==> config.mk <==
export PLATFORM = sky130hd
export DESIGN_NAME = systolic_sequencer
export DESIGN_NICKNAME = d
export VERILOG_FILES = /design/src/rtl/systolic_sequencer.sv
export SDC_FILE = /design/constraint.sdc
export NUM_CORES = 1
export LEC_CHECK = 0
export CAP_MARGIN = 0
export CORE_AREA = 2 2 163 165
export DETAILED_ROUTE_END_ITERATION = 7
export DIE_AREA = 0 0 165 167
export HOLD_SLACK_MARGIN = 0.06
export PLACE_DENSITY_LB_ADDON = 0.3
export SLEW_MARGIN = 20
export SYNTH_ARGS = -nofsm -noshare
export SYNTH_HDL_FRONTEND = slang
export SYNTH_SLANG_ARGS = --single-unit
==> constraint.sdc <==
create_clock -name i_clk -period 3.5 [get_ports i_clk]
set_clock_uncertainty 0.05 [all_clocks]
set_input_delay 0.525 -clock i_clk [delete_from_list [all_inputs] [get_ports i_clk]]
set_output_delay 0.525 -clock i_clk [all_outputs]
set_load 0.02 [all_outputs]
==> src/rtl/systolic_sequencer.sv <==
// Sequencer for an NxN output-stationary systolic array: accepts A/B, clears the
// array, streams skewed operands, drains the pipeline and hands back C = A*B.
module systolic_sequencer #(
    parameter int unsigned BITWIDTH   = 4,
    parameter int unsigned N          = 4,
    parameter int unsigned OUTWIDTH   = 8,
    parameter int unsigned PE_LATENCY = 1
) (
    input  logic                                    i_clk,
    input  logic                                    i_arst,
    input  logic                                    i_inValid,
    output logic                                    o_inReady,
    input  logic [N-1:0][N-1:0][BITWIDTH-1:0]       i_matA,
    input  logic [N-1:0][N-1:0][BITWIDTH-1:0]       i_matB,
    output logic                                    o_arrayClear,
    output logic                                    o_doProcess,
    output logic [N-1:0][BITWIDTH-1:0]              o_row,
    output logic [N-1:0][BITWIDTH-1:0]              o_col,
    input  logic [N-1:0][N-1:0][OUTWIDTH-1:0]       i_c,
    output logic                                    o_outValid,
    input  logic                                    i_outReady,
    output logic [N-1:0][N-1:0][OUTWIDTH-1:0]       o_result,
    output logic                                    o_busy
);

    localparam int unsigned FEED_CYCLES = 3 * N - 2;
    localparam int unsigned CNT_MAX     = (FEED_CYCLES > PE_LATENCY) ? FEED_CYCLES : PE_LATENCY;
    localparam int unsigned CNT_W       = $clog2(CNT_MAX + 1);

    typedef logic [N-1:0][BITWIDTH-1:0] vec_t;
    typedef enum logic [2:0] {IDLE, CLEAR, FEED, DRAIN, DONE} state_t;

    state_t                              state;
    logic [CNT_W-1:0]                    cnt;
    logic [N-1:0][N-1:0][BITWIDTH-1:0]   mat_a;
    logic [N-1:0][N-1:0][BITWIDTH-1:0]   mat_b;

    // Row i carries A[i][k] on the diagonal step t = i + k.
    function automatic vec_t row_at(input logic [CNT_W-1:0] t);
        row_at = '0;
        for (int i = 0; i < int'(N); i++) begin
            for (int k = 0; k < int'(N); k++) begin
                if (int'(t) == i + k) row_at[i] = mat_a[i][k];
            end
        end
    endfunction

    // Column j carries B[k][j] on the diagonal step t = k + j.
    function automatic vec_t col_at(input logic [CNT_W-1:0] t);
        col_at = '0;
        for (int j = 0; j < int'(N); j++) begin
            for (int k = 0; k < int'(N); k++) begin
                if (int'(t) == k + j) col_at[j] = mat_b[k][j];
            end
        end
    endfunction

    // Outputs are registered alongside the state so each phase presents its own values.
    always_ff @(posedge i_clk) begin
        if (i_arst) begin
            state        <= IDLE;
            cnt          <= '0;
            mat_a        <= '0;
            mat_b        <= '0;
            o_inReady    <= 1'b1;
            o_arrayClear <= 1'b0;
            o_doProcess  <= 1'b0;
            o_row        <= '0;
            o_col        <= '0;
            o_outValid   <= 1'b0;
            o_result     <= '0;
            o_busy       <= 1'b0;
        end else begin
            case (state)
                IDLE: begin
                    if (i_inValid && o_inReady) begin
                        mat_a        <= i_matA;
                        mat_b        <= i_matB;
                        state        <= CLEAR;
                        o_inReady    <= 1'b0;
                        o_busy       <= 1'b1;
                        o_arrayClear <= 1'b1;
                    end
                end
                CLEAR: begin
                    state        <= FEED;
                    cnt          <= '0;
                    o_arrayClear <= 1'b0;
                    o_doProcess  <= 1'b1;
                    o_row        <= row_at('0);
                    o_col        <= col_at('0);
                end
                FEED: begin
                    if (cnt == CNT_W'(FEED_CYCLES - 1)) begin
                        state <= DRAIN;
                        cnt   <= '0;
                        o_row <= '0;
                        o_col <= '0;
                    end else begin
                        cnt   <= cnt + CNT_W'(1);
                        o_row <= row_at(cnt + CNT_W'(1));
                        o_col <= col_at(cnt + CNT_W'(1));
                    end
                end
                DRAIN: begin
                    if (cnt == CNT_W'(PE_LATENCY - 1)) begin
                        state       <= DONE;
                        cnt         <= '0;
                        o_doProcess <= 1'b0;
                        o_result    <= i_c;
                        o_outValid  <= 1'b1;
                    end else begin
                        cnt <= cnt + CNT_W'(1);
                    end
                end
                DONE: begin
                    if (o_outValid && i_outReady) begin
                        state      <= IDLE;
                        o_outValid <= 1'b0;
                        o_busy     <= 1'b0;
                        o_inReady  <= 1'b1;
                    end
                end
                default: begin
                    state <= IDLE;
                end
            endcase
        end
    end

endmodule

==> impl_metrics.json, run 1 <==
{
  "synth-edff-count": 0,
  "routed_wl_um": 38900,
  "vias": 11700,
  "rrSetupSlack_ns": 0.75,
  "whs_path_depth": 2,
  "fin_crit_sh_pct": 78.6,
  "root_buffer": "clkbuf_16",
  "ant_nets": 0,
  "yosysWarningCount": 0,
  "die_width_um": 165,
  "clock.fmax_ghz": 0.364,
  "yosysMostFrequentCell": "nand2_1",
  "yosys-top-cells-count": "nand2_1 (552), dfxtp_1 (300), a21oi_1 (291)",
  "path_max_fanout": 11,
  "gr-total-overflow": 0,
  "rsz0062_at_grt": "false",
  "outcome": "finished clean",
  "relSlewSlack_pct": 36.0,
  "crit_required_ns": 3.86,
  "critPathKind": "flip-flop to flip-flop",
  "cts_setup_buffers": 0,
  "grt.total_usage_pct": 26.8,
  "reg2reg_depth": 8,
  "ys.flop_type": "dfxtp_1",
  "ys_seq_area_share_pct": 52.2,
  "r2r-start": "cnt[1]",
  "synth_area_leaders": "dfxtp_1 (52%), nand2_1 (18%), a21oi_1 (13%), clkbuf_1 (3.5%), a22oi_1 (1.6%)",
  "syn_area_per_cell_sq_um": 7.90,
  "cts_buffer_depth": 3,
  "avgRoutedWirePerCell_um": 17.9,
  "syn_nets": 1720,
  "whs_endpoint": "mat_a[11]",
  "synth.distinct_cells": 45,
  "power_density_mw_per_mm2": 621,
  "route.detailed.drc": 0,
  "cts_hold_buf": 0,
  "cp_data_arrival_time_ns": 3.11,
  "rows": 59,
  "clock_latency_ns": 0.56,
  "gp_congestion": 0.871,
  "dr.pass1.iters": 5,
  "postLayoutCoreUtil_pct": 66.2,
  "cts_resized": 0,
  "layout_min_cycle_time_ns": 2.75,
  "min_path_type": "primary input to flip-flop",
  "end_kind": "flip-flop",
  "finalHoldViolations": 0,
  "synth-async-reset-ratio_pct": 0,
  "htreeDepth": 1,
  "synthCells": 1455,
  "grt_pass1_vias": 11000,
  "ios": 425,
  "drive_gt1_share_pct": 4.64,
  "grt_first_pass_wirelength_um": 59000,
  "ir_worst_vdd_uv": 430,
  "via_per_inst": 5.38,
  "synth_top_area_share_pct": 52.2,
  "cap_viol_max_count": 0,
  "leakage_uw": 0.00582,
  "tightestPinTransition_ns": 0.960,
  "fin_nets": 2074,
  "crit_path_start_kind": "flip-flop",
  "cts_made_buffers": 31,
  "area.growth.synth_to_final_pct": 48.3,
  "hp-start": "i_arst",
  "worst_r2r_endpoint": "o_row[1]",
  "antenna_found_initial": 2,
  "die-area_sq_mm": 0.0276,
  "n_fill_cell": 2099,
  "finalSetupTns_ns": 0,
  "path_clk_slew_ns": 0.06,
  "first_iter_violations": 917,
  "port_buffers": 424,
  "synth_seq_cells": 300,
  "core_sq_mm": 0.0258,
  "dp_hpwl_um": 26900,
  "setup_viol": 0,
  "synth.largest_area_cell": "dfxtp_1",
  "die_h_um": 167,
  "grt_max_degree": 217,
  "syn-cell-area_sq_mm": 0.0115,
  "cts_tree": "built",
  "initial_utilization_pct": 44.6,
  "cts.sinks": 300,
  "slew_viol_final": 0
}
routing by layer:
metal / up-vias / routed length, um / track usage (%)
li1: 5638 / - / -
met1: 5373 / 14600 / 31.1
met2: 524 / 18700 / 45.6
met3: 124 / 3650 / 6.72
met4: 2 / 1880 / 12.8
met5: - / 13 / 0
cell type report:
class	instances	area [sq um]	share of cell area [%]
flip-flops and latches	300	6010	35.2
multi-input cells	1034	5060	29.7
repair buffers	440	4430	26.0
clock buffers	40	880	5.16
well taps	335	419	2.46
clock inverters	16	240	1.41
inverters	2	7.51	0.0440
diodes	2	5.00	0.0294
critical path, stage by stage (launching register included):
cell and delay (ns):
dfxtp_1 0.43, ha_1 0.41, and2_1 0.21, a21oi_1 0.11, a2bb2oi_1 0.21, buf_4 0.23
or3b_2 0.58, o2111ai_1 0.26, a21oi_1 0.12
worst max path at each step:
| stage | cells after the start | from | endpoint |
|---|---|---|---|
| after floorplan | 10 | cnt[1] | o_row[10] |
| after global placement | 8 | cnt[1] | o_col[0] |
| after detailed placement | 8 | cnt[1] | o_row[1] |
| after CTS | 8 | cnt[1] | o_row[1] |
| after global routing | 7 | cnt[1] | o_row[7] |
| final | 8 | cnt[1] | o_row[1] |
cell usage in the layout, fill, tap and decap left out, types with 3 or more instances in the layout:
cell type	count
nand3_1	3
a211oi_1	17
nand2_1	551
dfxtp_1	300
o2111ai_1	8
buf_4	11
bufinv_16	6
a22o_1	8
a32oi_1	8
o221ai_1	8
nor2b_1	5
clkinv_2	7
buf_12	5
a221o_1	16
o2bb2ai_1	8
o21ai_0	14
o211ai_1	8
nand2b_1	14
clkbuf_8	7
ha_1	5
a21oi_1	291
a221oi_1	6
nor2_1	10
a22oi_1	24
clkbuf_16	31
clkdlybuf4s50_1	423
flip-flops by register name, indices dropped and copies added, names as in the netlist, 3 cells and up:
signal and flops:
cnt 4, mat_a 64, mat_b 64, o_col 16, o_result 128, o_row 16
state 3
cells by family after synthesis:
group | synth area share, %
simple gates | 21.0
compound gates | 22.0
flops | 52.2
buf+inv | 4.15
fa+ha+maj | 0.544
xor+xnor | 0.152
metrics by stage:
stage | power [uW] | cell area (sq um) | instances | worst slack (ns) | hold slack, ns
final | 10600 | 17000 | 2169 | 0.750 | 0.367
after global routing | 11100 | 17000 | 2168 | 0.597 | 0.385
after CTS | 10600 | 17000 | 2167 | 0.792 | 0.360
after detailed placement | 7050 | 15900 | 2111 | 0.865 | 0.393
after global placement | 6980 | 15900 | 2111 | 1.00 | 0.389
after floorplan | 5850 | 11500 | 1455 | 1.33 | 0.381
power breakdown:
part           switching [uW]  leakage (uW)  internal (uW)
Clock                    1370      0.000555           2200
Combinational            1720       0.00282           1100
Sequential                329       0.00244           3860
Total                    3420       0.00582           7170
Power figures use the tool's default switching activity.
==> inputs of run 2 (changes only) <==
- CORE_AREA: 2 2 163 165 -> not set
- CORE_MARGIN: not set -> 2
- CORE_UTILIZATION: not set -> 45
- DIE_AREA: 0 0 165 167 -> not set
- clock period: 3.5 -> 2.75 ns (I/O delays scaled with it)
==> impl_metrics.json, run 2 (same netlist as run 1, synthesis figures left out) <==
{
  "outcome": "finished clean",
  "vias": 11600,
  "cts_tree": "built",
  "critPathMaxStageDelay_ns": 0.36,
  "rows": 58,
  "dr.pass1.iters": 5,
  "final_cell_mix": "nand2_1 (551), clkdlybuf4s50_1 (423), dfxtp_1 (300)",
  "avgRoutedWirePerCell_um": 18.0,
  "path_max_fanout": 11,
  "first_iter_violations": 1036,
  "crit_slowest_cell": "dfxtp_1",
  "hp-start": "i_arst",
  "grt_max_degree": 168,
  "r2r-start": "cnt[0]",
  "grt_pass1_vias": 10900,
  "worstSetupStartpoint": "cnt[0]",
  "largest_reg_flops": 128,
  "die_width_um": 164,
  "critPathKind": "flip-flop to flip-flop",
  "cts_hold_buf": 0,
  "clock_latency_ns": 0.56,
  "dp_hpwl_um": 27300,
  "path_clk_slew_ns": 0.06,
  "crit_family": "compound AO/OA/AOI/OAI gates",
  "combPwrFrac_pct": 27.9,
  "n_fill_cell": 2064,
  "rsz0062_at_grt": "false",
  "cts_made_buffers": 31,
  "cts.sinks": 300,
  "core_sq_mm": 0.0251,
  "min_path_type": "primary input to flip-flop",
  "relSlewSlack_pct": 40.9,
  "switching_share_pct": 32.6,
  "htreeDepth": 1,
  "grt_first_pass_wirelength_um": 58700,
  "whs_path_depth": 2,
  "die_h_um": 164,
  "ios": 425,
  "route.detailed.drc": 0,
  "cap_viol_max_count": 0,
  "crit_path_start_kind": "flip-flop",
  "antenna_found_initial": 3,
  "cts_buffer_depth": 3,
  "leakage_uw": 0.00581,
  "rrSetupSlack_ns": 0.20,
  "drive_gt1_share_pct": 4.74,
  "initial_utilization_pct": 45.8,
  "whs_endpoint": "o_col[2]",
  "largest_register": "o_result",
  "crit_chain": "ha_1, and2_1, a21oi_1, a2bb2oi_2, buf_4, nand2b_2, o221ai_1, a32oi_1",
  "gp_congestion": 0.886,
  "p_clk_share_pct": 32.3,
  "via_per_inst": 5.33,
  "final_common_cell": "nand2_1",
  "tightestPinTransition_ns": 0.886,
  "clock.fmax_ghz": 0.392,
  "cp_num_buf_inv": 1,
  "p_sw_uw": 4350,
  "slew_viol_final": 0,
  "ir_worst_vdd_uv": 477,
  "ant_nets": 0,
  "setup_viol": 0,
  "power_density_mw_per_mm2": 779,
  "sequentialPowerShare_pct": 39.8,
  "routed_wl_um": 39100,
  "layout_min_cycle_time_ns": 2.55,
  "reg2reg_depth": 8,
  "root_buffer": "clkbuf_16",
  "worst_r2r_endpoint": "o_row[5]",
  "die-area_sq_mm": 0.0268,
  "end_kind": "flip-flop",
  "port_buffers": 424,
  "postLayoutCoreUtil_pct": 68.1,
  "p_int_uw": 8970,
  "grt.total_usage_pct": 27.6,
  "gr-total-overflow": 0,
  "reg_top3": "o_result: 128 flops, mat_a: 64 flops, mat_b: 64 flops",
  "area.growth.synth_to_final_pct": 48.7,
  "fin_nets": 2080,
  "cp_data_arrival_time_ns": 2.98,
  "crit_required_ns": 3.18,
  "finalHoldViolations": 0,
  "fin_crit_sh_pct": 92.8,
  "finalSetupTns_ns": 0
}
==> run 2: cell types whose count changed in the layout (fill, tap and decap cells not counted), sizes merged <==
cell,previous run,this run
clkbuf,40,44
clkinv,9,4
clkinvlp,1,3
bufinv,6,4
diode,2,5
buf,17,23
==> run 2: power groups by stage <==
| stage | registers (uW) | clock network, uW | logic (uW) |
|---|---|---|---|
| floorplan | 5490 | 0 | 1950 |
| global placement | 5370 | 0 | 3610 |
| detailed placement | 5380 | 0 | 3680 |
| CTS | 5300 | 4370 | 3700 |
| global route | 5360 | 4560 | 4050 |
| finish | 5300 | 4300 | 3720 |
==> run 2: how the worst max path moves through the flow <==
| stage | slack (ns) | end | cells past startpoint |
|---|---|---|---|
| floorplan | 0.58 | o_row[10] | 10 |
| global placement | 0.27 | o_col[7] | 8 |
| detailed placement | 0.13 | o_row[5] | 8 |
| CTS | 0.1 | o_row[5] | 8 |
| global route | 0.04 | o_row[2] | 7 |
| finish | 0.20 | o_row[5] | 8 |
==> run 2: repair_timing <==
action | CTS | global route
setup buffers | 0 | 0
gates resized for setup | 0 | 6
setup endpoints to repair | 0 | 21
==> run 2: layout make-up <==
| cell class | instances | area, sq um | share of cell area [%] |
|---|---|---|---|
| repair buffers | 446 | 4530 | 26.5 |
| well taps | 330 | 413 | 2.42 |
| inverters | 2 | 7.51 | 0.0439 |
| diodes | 5 | 12.5 | 0.0732 |
| clock buffers | 44 | 875 | 5.12 |
| multi-input cells | 1034 | 5090 | 29.8 |
| clock inverters | 11 | 166 | 0.973 |
| flip-flops and latches | 300 | 6010 | 35.1 |
==> run 2: metal layers <==
layer  track usage, %  routed length (um)
met5                0                  16
met4             13.8                1850
met3             6.69                3050
met2             47.6               19400
met1             32.1               14800
==> run 2: per-stage QoR <==
| stage | hold slack, ns | total power, uW | setup slack (ns) | cell area, sq um | cells |
|---|---|---|---|---|---|
| after floorplan | 0.381 | 7450 | 0.576 | 11500 | 1455 |
| after global placement | 0.391 | 8980 | 0.265 | 16000 | 2112 |
| after detailed placement | 0.396 | 9060 | 0.133 | 16000 | 2112 |
| after CTS | 0.187 | 13400 | 0.0986 | 17100 | 2167 |
| after global routing | 0.215 | 14000 | 0.0410 | 17100 | 2169 |
| final | 0.206 | 13300 | 0.199 | 17100 | 2172 |
